$ cat src/rtl/tx_arbiter_pkg.sv
// Shared definitions for the UART transmit arbiter: channel tags, FSM states,
// the default busy timeout and small channel helpers.
package tx_arbiter_pkg;

    localparam int BUSY_TIMEOUT_DEF = 15;

    localparam logic [1:0] MOVE_DONE  = 2'd0;
    localparam logic [1:0] SCAN_LEFT  = 2'd1;
    localparam logic [1:0] SCAN_RIGHT = 2'd2;
    localparam logic [1:0] STATUS     = 2'd3;

    typedef enum logic [1:0] {
        IDLE      = 2'd0,
        START     = 2'd1,
        WAIT_BUSY = 2'd2,
        WAIT_DONE = 2'd3
    } arb_state_e;

    function automatic logic [4:0] payload_of(input logic [19:0] p, input logic [1:0] ch);
        case (ch)
            MOVE_DONE:  return p[4:0];
            SCAN_LEFT:  return p[9:5];
            SCAN_RIGHT: return p[14:10];
            STATUS:     return p[19:15];
            default:    return 5'd0;
        endcase
    endfunction

    function automatic logic [3:0] onehot4(input logic [1:0] ch);
        return 4'b0001 << ch;
    endfunction

endpackage

$ cat src/rtl/tx_arbiter_rr_pick4.sv
// Combinational four-way round-robin selector; the search begins one past the
// previous winner and wraps.
module rr_pick4
    import tx_arbiter_pkg::*;
(
    input  logic [3:0] req,
    input  logic [1:0] last,
    output logic       valid,
    output logic [1:0] grant
);

    logic [1:0] idx_s;

    // first requesting channel at offsets 1..4 from the last winner
    always_comb begin
        valid = 1'b0;
        grant = last;
        idx_s = last;
        for (int i = 1; i <= 4; i++) begin
            idx_s = last + i[1:0];
            if (!valid && req[idx_s]) begin
                valid = 1'b1;
                grant = idx_s;
            end else begin
                valid = valid;
                grant = grant;
            end
        end
    end

endmodule

$ cat src/rtl/tx_arbiter.sv
// Arbitrates four byte producers onto one UART transmitter, with start-pulse
// retry when the transmitter never reports busy.
module tx_arbiter
    import tx_arbiter_pkg::*;
#(
    parameter int NCH          = 4,
    parameter int BUSY_TIMEOUT = BUSY_TIMEOUT_DEF
) (
    input  logic             clk,
    input  logic             rst_n,
    input  logic [NCH-1:0]   req,
    input  logic [5*NCH-1:0] payload,
    input  logic             TxD_busy,
    output logic             TxD_start,
    output logic [7:0]       TxD_data,
    output logic [NCH-1:0]   ack,
    output logic             err_timeout
);

    localparam int            CW       = $clog2(BUSY_TIMEOUT + 1);
    localparam logic [CW-1:0] CNT_LAST = CW'(BUSY_TIMEOUT - 1);

    arb_state_e     state_r;
    logic [1:0]     last_grant_r;
    logic [1:0]     grant_r;
    logic [CW-1:0]  cnt_r;
    logic           start_r;
    logic [7:0]     data_r;
    logic [NCH-1:0] ack_r;
    logic           err_r;
    logic           pick_valid_s;
    logic [1:0]     pick_s;

    rr_pick4 u_pick (
        .req   (req),
        .last  (last_grant_r),
        .valid (pick_valid_s),
        .grant (pick_s)
    );

    // transaction FSM; start and ack default low so each is a single-cycle pulse
    always_ff @(posedge clk or negedge rst_n) begin
        if (!rst_n) begin
            state_r      <= IDLE;
            last_grant_r <= STATUS;
            grant_r      <= MOVE_DONE;
            cnt_r        <= '0;
            start_r      <= 1'b0;
            data_r       <= 8'd0;
            ack_r        <= '0;
            err_r        <= 1'b0;
        end else begin
            start_r <= 1'b0;
            ack_r   <= '0;
            case (state_r)
                IDLE: begin
                    if (!TxD_busy && pick_valid_s) begin
                        grant_r      <= pick_s;
                        last_grant_r <= pick_s;
                        data_r       <= {1'b0, pick_s, payload_of(payload, pick_s)};
                        start_r      <= 1'b1;
                        state_r      <= START;
                    end
                end
                START: begin
                    cnt_r   <= '0;
                    state_r <= WAIT_BUSY;
                end
                WAIT_BUSY: begin
                    if (TxD_busy) begin
                        ack_r   <= NCH'(onehot4(grant_r));
                        state_r <= WAIT_DONE;
                    end else if (cnt_r == CNT_LAST) begin
                        // start + timeout window gives one re-pulse every BUSY_TIMEOUT+1 cycles
                        err_r   <= 1'b1;
                        start_r <= 1'b1;
                        state_r <= START;
                    end else begin
                        cnt_r <= cnt_r + CW'(1);
                    end
                end
                WAIT_DONE: begin
                    if (!TxD_busy) begin
                        state_r <= IDLE;
                    end
                end
                default: state_r <= IDLE;
            endcase
        end
    end

    assign TxD_start   = start_r;
    assign TxD_data    = data_r;
    assign ack         = ack_r;
    assign err_timeout = err_r;

endmodule
$ cat config.mk
export PLATFORM = sky130hd
export DESIGN_NAME = tx_arbiter
export DESIGN_NICKNAME = d
export VERILOG_FILES = /design/src/rtl/tx_arbiter_pkg.sv /design/src/rtl/tx_arbiter_rr_pick4.sv /design/src/rtl/tx_arbiter.sv
export SDC_FILE = /design/constraint.sdc
export NUM_CORES = 1
export LEC_CHECK = 0
export ABC_AREA = 1
export ABC_CLOCK_PERIOD_IN_PS = 1800
export BUFFER_PORTS_ARGS = -buffer_cell sky130_fd_sc_hd__buf_2
export CAP_MARGIN = 20
export CORE_UTILIZATION = 48
export CTS_BUF_LIST = sky130_fd_sc_hd__clkbuf_4
export CTS_CLUSTER_DIAMETER = 40
export DETAILED_ROUTE_END_ITERATION = 10
export GPL_ROUTABILITY_DRIVEN = 0
export PLACE_DENSITY = 0.81
export SYNTH_ARGS = -nofsm -noshare
export SYNTH_HDL_FRONTEND = slang
export SYNTH_SLANG_ARGS = --single-unit
$ cat constraint.sdc
create_clock -name clk -period 1.8 [get_ports clk]
set_input_delay 0.09 -clock clk [delete_from_list [all_inputs] [get_ports clk]]
set_output_delay 0.09 -clock clk [all_outputs]
set_load 0.01 [all_outputs]
# Yosys cells after proc, flatten, opt, wreduce, memory -nomap -nowiden

Index checks and enable logic that the tools add are counted.

Bits in registers: 23
Bits of input ports: 27

Multiplexer cells: 31
Bitwise gates (word level): 1
Equal/unequal tests: 12
Add/sub/neg operators: 4
Order comparisons: 4
Reduce and logical (&&, ||, !) cells: 15
Shifts and indexed selects: 1

Operators by type and width:

| cell                | number |
|---|---|
| $pmux 5 s4          | 1 |
| $mux 2              | 8 |
| $mux 4              | 4 |
| $lt 2x3->1 const B  | 4 |
| $mux 1              | 11 |
| $reduce_and 3->1    | 3 |
| $bmux 1 s2          | 4 |
| $eq 2x2->1 const B  | 4 |
| $ne 2x2->1 const B  | 4 |
| $pmux 2 s4          | 1 |
| $pmux 4 s2          | 1 |
| $add 2x2->2 const B | 2 |
| $add 4x1->4 const B | 1 |
| $eq 2x1->1 const B  | 2 |
| $eq 4x4->1 const B  | 1 |
| $logic_and 1x1->1   | 4 |
| $logic_not 1->1     | 4 |
| $logic_not 2->1     | 2 |
| $shl 1x2->4 const A | 1 |
| $ne 3x3->1 const B  | 1 |
| $add 2x1->2 const B | 1 |
| $pmux 1 s2          | 1 |
| $reduce_and 2->1    | 1 |
| $reduce_bool 2->1   | 1 |
| $not 1->1           | 1 |

# Logic depth before layout (Yosys ltp)

Gate-level depths: netlist of run 1.

Word-level depth: 16
Gate-level depth with buffers: 17
Gate-level depth less buffers: 15

# Modules after synthesis

A second synthesis of run 1 with hierarchy kept.

Cells, all modules: 177
Area, all modules: 1,288.7 sq um

Modules (own cells, without submodules):

| module     | instances | cells an instance | area each (sq um) |
|---|---|---|---|
| tx_arbiter | 1         | 131               | 1,057.3 |
| rr_pick4   | 1         | 46                | 231.5 |

# Worst setup path after synthesis of run 1

Ideal clock, no wire load.

Kind: reg-to-reg
Start point: register last_grant_r[0]
End point: register data_r[1] (netlist: TxD_data[1])
Buffers on the path: 1
Arrival time: 1.689 ns
Clock period less this slack: 1.807 ns
Stages on the path, launching flop included: 14
Setup slack: -0.007 ns
Cell sequence: dfstp_2 > buf_6 > inv_4 > nand2_1 > nand2_2 > nand2_2 > nand2_4 > a21oi_4 > nand3b_2 > nand3_4 > inv_2 > or2_1 > nand2_1 > nor2_1

Word-level cells in the longest chain between the ends: 15
Elaborated cells on any way between the ends: 32

Ends and longest elaborated chain:

| item                                           | line                      | text |
|---|---|---|
| start, declared                                | tx_arbiter.sv:24          | `logic [1:0] last_grant_r;` |
| start signal, assigned                         | tx_arbiter.sv:59          | `last_grant_r <= pick_s;` |
| $add 2x1->2                                    | tx_arbiter_rr_pick4.sv:20 | `idx_s = last + i[1:0];` |
| $bmux 1 s2                                     | tx_arbiter_rr_pick4.sv:21 | `if (!valid && req[idx_s]) begin` |
| $mux 1 (implied by the code)                   | tx_arbiter_rr_pick4.sv:21 |  |
| $mux 1                                         | tx_arbiter_rr_pick4.sv:21 |  |
| $logic_not 1->1                                | tx_arbiter_rr_pick4.sv:21 |  |
| $logic_and 1x1->1                              | tx_arbiter_rr_pick4.sv:21 |  |
| $mux 1                                         | tx_arbiter_rr_pick4.sv:21 |  |
| $logic_not 1->1                                | tx_arbiter_rr_pick4.sv:21 |  |
| $logic_and 1x1->1                              | tx_arbiter_rr_pick4.sv:21 |  |
| $mux 1                                         | tx_arbiter_rr_pick4.sv:21 |  |
| $logic_not 1->1                                | tx_arbiter_rr_pick4.sv:21 |  |
| $logic_and 1x1->1                              | tx_arbiter_rr_pick4.sv:21 |  |
| $mux 2 or $mux 1 (tied branches)               | tx_arbiter_rr_pick4.sv:21 |  |
| $eq 2x2->1, or another cell as far along       | tx_arbiter_pkg.sv:20      | `case (ch)` |
| $pmux 5 s4 or $reduce_and 2->1 (tied branches) | -                         |  |
| end signal, assigned                           | tx_arbiter.sv:60          | `data_r <= {1'b0, pick_s, payload_of(payload, pick_s)};` |
| end, declared                                  | tx_arbiter.sv:28          | `logic [7:0] data_r;` |

Several ways; a longest one is shown, not always the timed one. The select of a mux whose other input is x is not followed.
A chain may end at the register's enable or synchronous reset.

# Final worst setup path of run 1

Start point: register last_grant_r[0]
End point: register data_r[3] (netlist: TxD_data[3])

Same word-level chain as after synthesis.

==> flow_metrics.env, run 1 <==
export IMPL_hold_violations=0
export IMPL_placementRows=18
export IMPL_final_cell_mix="66 x nand2_1, 39 x buf_2, 24 x inv_1, 23 x buf_4, 19 x dfrtp_1"
export IMPL_yosys_area_share_simple_pct=39.93
export IMPL_coreArea_um2=2590
export IMPL_drc_errors=0
export IMPL_die_area_um2=3064
export IMPL_clkTransAtPathRegs_ns=0.11
export IMPL_grt_pass1_wl_mm=5.395
export IMPL_synth_compound_area_share_pct=6.868
export IMPL_drt_initial_drc_count=32
export IMPL_ys_ff_latch=21
export IMPL_final_cells=289
export IMPL_fp_dieH_um=55.35
export IMPL_synthCells=192
export IMPL_wire_per_inst_um=10.88
export IMPL_diodes=0
export IMPL_grt_setup_unrepaired="yes"
export IMPL_finClkSkew_ns=0.003799
export IMPL_final_common_cell="nand2_1"
export IMPL_drive_gt1_share_pct=40.54
export IMPL_hold_class="in -> reg"
export IMPL_peakVddDrop_uv=1926
export IMPL_cp_required_ns=1.99
export IMPL_min_period_ns=1.974
export IMPL_violations="negative setup slack"
export IMPL_max_freq_mhz=506.6
export IMPL_syn2layout_area_growth_pct=40.29
export IMPL_final_antenna_net_count=0
export IMPL_io_buffers=39
export IMPL_fin_ws_ns=-0.1741
export IMPL_ys_types=29
export IMPL_htree_levels=1
export IMPL_grt_overflow=0
export IMPL_root_buffer="clkbuf_4"
export IMPL_vias=1390
export IMPL_start_util_pct=52.75
export IMPL_grt_use_total_pct=21.37
export IMPL_grt_pass1_vias=1313
export IMPL_clock_latency_ns=0.29
export IMPL_die_w_um=55.35
export IMPL_p_per_area_nw_per_um2=2052
export IMPL_synth_warning_count=0
export IMPL_dr_pass1_iters=4
export IMPL_critical_path_class="reg -> reg"
export IMPL_cts_buffer_depth=2
export IMPL_synthAdderAreaFrac_pct=1.832
export IMPL_synthMuxAreaShare_pct=0
export IMPL_netlist_area_um2=1366
export IMPL_synth_xor_area_share_pct=1.923
export IMPL_slew_viol_final=0
export IMPL_finalSetupViolCount=9
export IMPL_io_pins=41
export IMPL_drt_wl_total_mm=3.144
export IMPL_power_leakage_uw=0.001112
export IMPL_syn_avg_cell_area_um2=7.116
export IMPL_nets=289
export IMPL_cp_end_kind="flop"
export IMPL_tritoncts="built"
export IMPL_cp_start_kind="flop"
export IMPL_tns_ns=-1.066
export IMPL_viasPerCell=4.810
export IMPL_cts_sinks=21
export IMPL_synth_top_family_by_area="simple AND/OR/NAND/NOR gates"
export IMPL_critPathMaxFanout=7
export IMPL_max_cap_viol_count=0
export IMPL_cp_arrival_ns=2.17
export IMPL_fin_crit_sh_pct=109.7
export IMPL_fill_cells=223
export IMPL_grt_max_degree=22
export IMPL_outcome="finished with violations"
export IMPL_antenna_found_initial=0
export IMPL_cts_made_buffers=3
export IMPL_rrSetupSlack_ns=-0.17
export IMPL_dp_hpwl_mm=2.231
export IMPL_synth_nets=221
export IMPL_dp_cells=269
export IMPL_ys_seq_area_share_pct=38.64
routing by layer:
| layer | part of all wire [%] | vias up | GRT usage [%] |
|---|---|---|---|
| met3 | 4.1 | 2 | 5.386 |
| met5 | 0 | - | 0 |
| met1 | 46 | 622 | 27.40 |
| met2 | 50 | 38 | 36.83 |
| li1 | - | 728 | - |
| met4 | 0.32 | 0 | 3.571 |
path summary, 6_finish.rpt:
path / start / to / cells after the start
min: TxD_busy / state_r[1] / 3
max: last_grant_r[0] / TxD_data[3] / 12
max in group asynchronous: rst_n / last_grant_r[0] / 2
min reg2reg: err_timeout / err_timeout / 2
max reg2reg: last_grant_r[0] / TxD_data[3] / 12
min in group asynchronous: rst_n / grant_r[1] / 2
critical path, cell delays in order, from the launching register on:
cell	delay, ns
dfstp_2	0.61
buf_4	0.15
nand2_1	0.07
nand3_1	0.14
nand2_1	0.10
o21ai_1	0.18
nand3_2	0.15
nand2_4	0.16
nand3_1	0.09
nand2_1	0.07
inv_1	0.04
nand2_1	0.06
nand2_1	0.05
state kept, by name (all words and copies together) (netlist names):
name          cells
state_r           2
TxD_data          5
last_grant_r      2
grant_r           2
TxD_start         1
cnt_r             4
err_timeout       1
ack               4
cell usage after synthesis (all sizes together):
cell,number,area [um^2]
dfrtp,19,475.5
ha,2,25.02
nand3b,2,18.77
or2,1,6.260
nor3,4,20.02
a21oi,6,41.29
dfstp,2,52.55
and2,1,6.260
buf,3,30.03
nand2,85,354.1
conb,1,3.750
xnor2,1,8.760
nand3,16,102.6
o21a,1,7.510
xor2,2,17.52
inv,29,113.9
nor2,8,37.54
o21ai,9,45.04
report_power, final:
part | switching, uW | internal [uW] | total (uW) | leakage (uW)
sequential | 132 | 649 | 781 | 0.000262
clock | 130 | 101 | 232 | 0.0000184
combinational | 1660 | 1260 | 2920 | 0.000832
per-stage QoR:
stage	hold slack [ns]	utilization [%]	power [uW]	instance area (um^2)	worst slack (ns)
3_3_place_gp	0.05996	64.30	2932	1665	-0.04132
2_1_floorplan	-0.2056	-	2489	1380	0.005037
6_report	0.08081	74.01	3933	1917	-0.1741
5_1_grt	0.07926	74.01	4299	1917	-0.3475
4_1_cts	0.07135	68.74	3474	1780	-0.09250
3_5_place_dp	0.06329	64.30	2986	1665	-0.1304
timing repair:
item                                    in CTS  in global routing
resized for setup                           11                 18
pin swaps                                   13                 15
hold endpoints to repair                    19                  0
hold buffers                                 1                  0
buffers inserted                             5                  9
gates cloned                                 1                  0
endpoints found under the setup margin       7                 10
layout make-up:
cell class	count	area, um^2	share of cell area [%]
multi-input cells	140	799.5	41.71
clock buffers	4	30.03	1.567
inverters	29	121.4	6.332
well taps	30	37.54	1.958
repair buffers	65	400.4	20.89
flip-flops and latches	21	528.0	27.55
cell families after synthesis:
logic type,after synthesis
compound gates,16
fa+ha+maj,2
other cells,1
buf+inv,32
simple gates,117
flops,21
xor+xnor,3
Note: power is estimated with default switching activity, not from simulation.
==> inputs of run 2 (changes only) <==
- ABC_CLOCK_PERIOD_IN_PS: 1800 -> 2000
- CORE_UTILIZATION: 48 -> 53
- PLACE_DENSITY: 0.81 -> 0.85
- clock period: 1.8 -> 2 ns (I/O delays scaled with it)
==> flow_metrics.env, run 2 (same netlist as run 1, synthesis figures left out) <==
export IMPL_reg2reg_from="last_grant_r[0]"
export IMPL_syn2layout_area_growth_pct=26.65
export IMPL_critPathMaxFanout=7
export IMPL_rr_endpoint="TxD_data[1]"
export IMPL_p_per_area_nw_per_um2=1806
export IMPL_drt_wl_total_mm=2.883
export IMPL_finalSetupViolCount=0
export IMPL_grt_pass1_vias=1078
export IMPL_fill_cells=226
export IMPL_final_antenna_net_count=0
export IMPL_max_freq_mhz=519.2
export IMPL_switchingPower_uw=1603
export IMPL_dr_max_layer_used="met4"
export IMPL_placementRows=18
export IMPL_root_buffer="clkbuf_4"
export IMPL_netSwitchingFraction_pct=51.29
export IMPL_slew_viol_final=0
export IMPL_drt_initial_drc_count=33
export IMPL_tns_ns=0
export IMPL_finClkSkew_ns=0.001552
export IMPL_grt_pass1_wl_mm=4.491
export IMPL_fin_ws_ns=0.07394
export IMPL_combPwrFrac_pct=70.8
export IMPL_power_frac_seq_pct=22.5
export IMPL_viasPerCell=4.912
export IMPL_wl_met3_um=165
export IMPL_cp_end_kind="flop"
export IMPL_die_w_um=52.78
export IMPL_dr_pass1_iters=4
export IMPL_multi_input_area_um2=739.5
export IMPL_drc_errors=0
export IMPL_cp_arrival_ns=2.12
export IMPL_min_from="TxD_busy"
export IMPL_coreArea_um2=2455
export IMPL_reg2regPathDepth=12
export IMPL_htree_levels=1
export IMPL_grt_overflow=0
export IMPL_final_cell_mix="74 x nand2_1, 39 x buf_2, 23 x inv_1, 19 x dfrtp_1, 11 x nand3_1"
export IMPL_max_cap_viol_count=0
export IMPL_hold_path_end="state_r[1]"
export IMPL_cp_start_kind="flop"
export IMPL_final_common_cell="nand2_1"
export IMPL_min_period_ns=1.926
export IMPL_power_share_clock_pct=6.8
export IMPL_cts_made_buffers=3
export IMPL_wire_per_inst_um=10.56
export IMPL_wl_met1_mm=1.340
export IMPL_startpoint="last_grant_r[0]"
export IMPL_antenna_found_initial=0
export IMPL_placedInstanceArea_um2=1569
export IMPL_hold_class="in -> reg"
export IMPL_fin_crit_sh_pct=96.30
export IMPL_grt_use_total_pct=21.95
export IMPL_power_internal_uw=1522
export IMPL_io_pins=41
export IMPL_drive_gt1_share_pct=34.16
export IMPL_clkTransAtPathRegs_ns=0.11
export IMPL_fp_dieH_um=52.78
export IMPL_holdPathStages=3
export IMPL_peakVddDrop_uv=1543
export IMPL_io_buffers=39
export IMPL_critical_path_class="reg -> reg"
export IMPL_diodes=0
export IMPL_grt_max_degree=22
export IMPL_tritoncts="built"
export IMPL_vias=1341
export IMPL_clock_latency_ns=0.29
export IMPL_die_area_um2=2785
export IMPL_holdWs_ns=0.07525
export IMPL_outcome="complete, no violations"
export IMPL_cts_sinks=21
export IMPL_grt_setup_unrepaired="yes"
export IMPL_cts_buffer_depth=2
export IMPL_largest_reg_flops=5
export IMPL_seq_area_um2=528.0
export IMPL_post_place_ws_ns=0.01027
export IMPL_start_util_pct=55.66
export IMPL_dp_hpwl_mm=2.055
export IMPL_power_leakage_uw=0.0009948
export IMPL_wl_met2_mm=1.359
export IMPL_rrSetupSlack_ns=0.07
export IMPL_hold_violations=0
export IMPL_cp_required_ns=2.20
export IMPL_final_design_area_no_fill_um2=1730
export IMPL_nets=273
run 2: cell types whose count changed in the layout (fill, tap and decap cells not counted), moves of 2 or more:
cell,delta
buf_4,-15
nand2_4,-9
nand2_1,+8
nand3_2,-2
o21ai_1,-2
run 2: timing repair:
item | 4_1_cts | 5_1_grt
resized for setup | 0 | 14
hold buffers | 1 | 0
buffers inserted | 3 | 6
pin swaps | 0 | 6
endpoints found under the setup margin | 1 | 5
endpoints found under the hold margin | 19 | 0
gates cloned | 0 | 1
run 2: layout make-up:
| type | count | share of cell area [%] |
|---|---|---|
| clock buffer | 4 | 1.735 |
| inverter | 29 | 6.869 |
| multi-input combinational | 140 | 42.73 |
| sequential | 21 | 30.51 |
| tap | 30 | 2.169 |
| timing repair buffer | 49 | 15.98 |
run 2: worst max path at each step:
stage,to,slack (ns),depth (start not counted)
4_1_cts,TxD_data[1],0.08,12
3_5_place_dp,TxD_data[1],0.01,12
2_1_floorplan,TxD_data[1],0.19,13
5_1_grt,TxD_data[3],-0.04,14
6_report,TxD_data[1],0.07,12
3_3_place_gp,TxD_data[1],0.08,12
run 2: power groups by stage:
stage               Combinational [uW]  Clock (uW)  Sequential (uW)
floorplan                         1470           0              725
global placement                  1720           0              726
detailed placement                1770           0              723
CTS                               1830         218              703
global route                      2480         247              718
finish                            2210         212              702
run 2: stage by stage:
| step | total power [uW] | std cells | utilization [%] |
|---|---|---|---|
| 2_1_floorplan | 2197 | 192 | - |
| 3_3_place_gp | 2450 | 258 | 63.91 |
| 3_5_place_dp | 2491 | 258 | 63.91 |
| 4_1_cts | 2749 | 266 | 66.46 |
| 5_1_grt | 3446 | 273 | 70.49 |
| 6_report | 3125 | 273 | 70.49 |
run 2: per-layer routing:
metal | vias to the layer above | global-route usage, %
li1 | 695 | -
met1 | 600 | 30.85
met2 | 44 | 34.39
met3 | 2 | 6.377
met4 | 0 | 2.193
met5 | - | 0
run 2: worst max-delay path: stages, from the launching register on:
cell and delay (ns):
dfstp_2 0.59, buf_4 0.14, nand2_1 0.05, nand2_1 0.09, nand2_2 0.08, nand2_4 0.12
xor2_2 0.16, nand2_2 0.08, nand2_4 0.12, buf_4 0.13, nand3b_1 0.07, a21oi_1 0.14
nor2_1 0.05
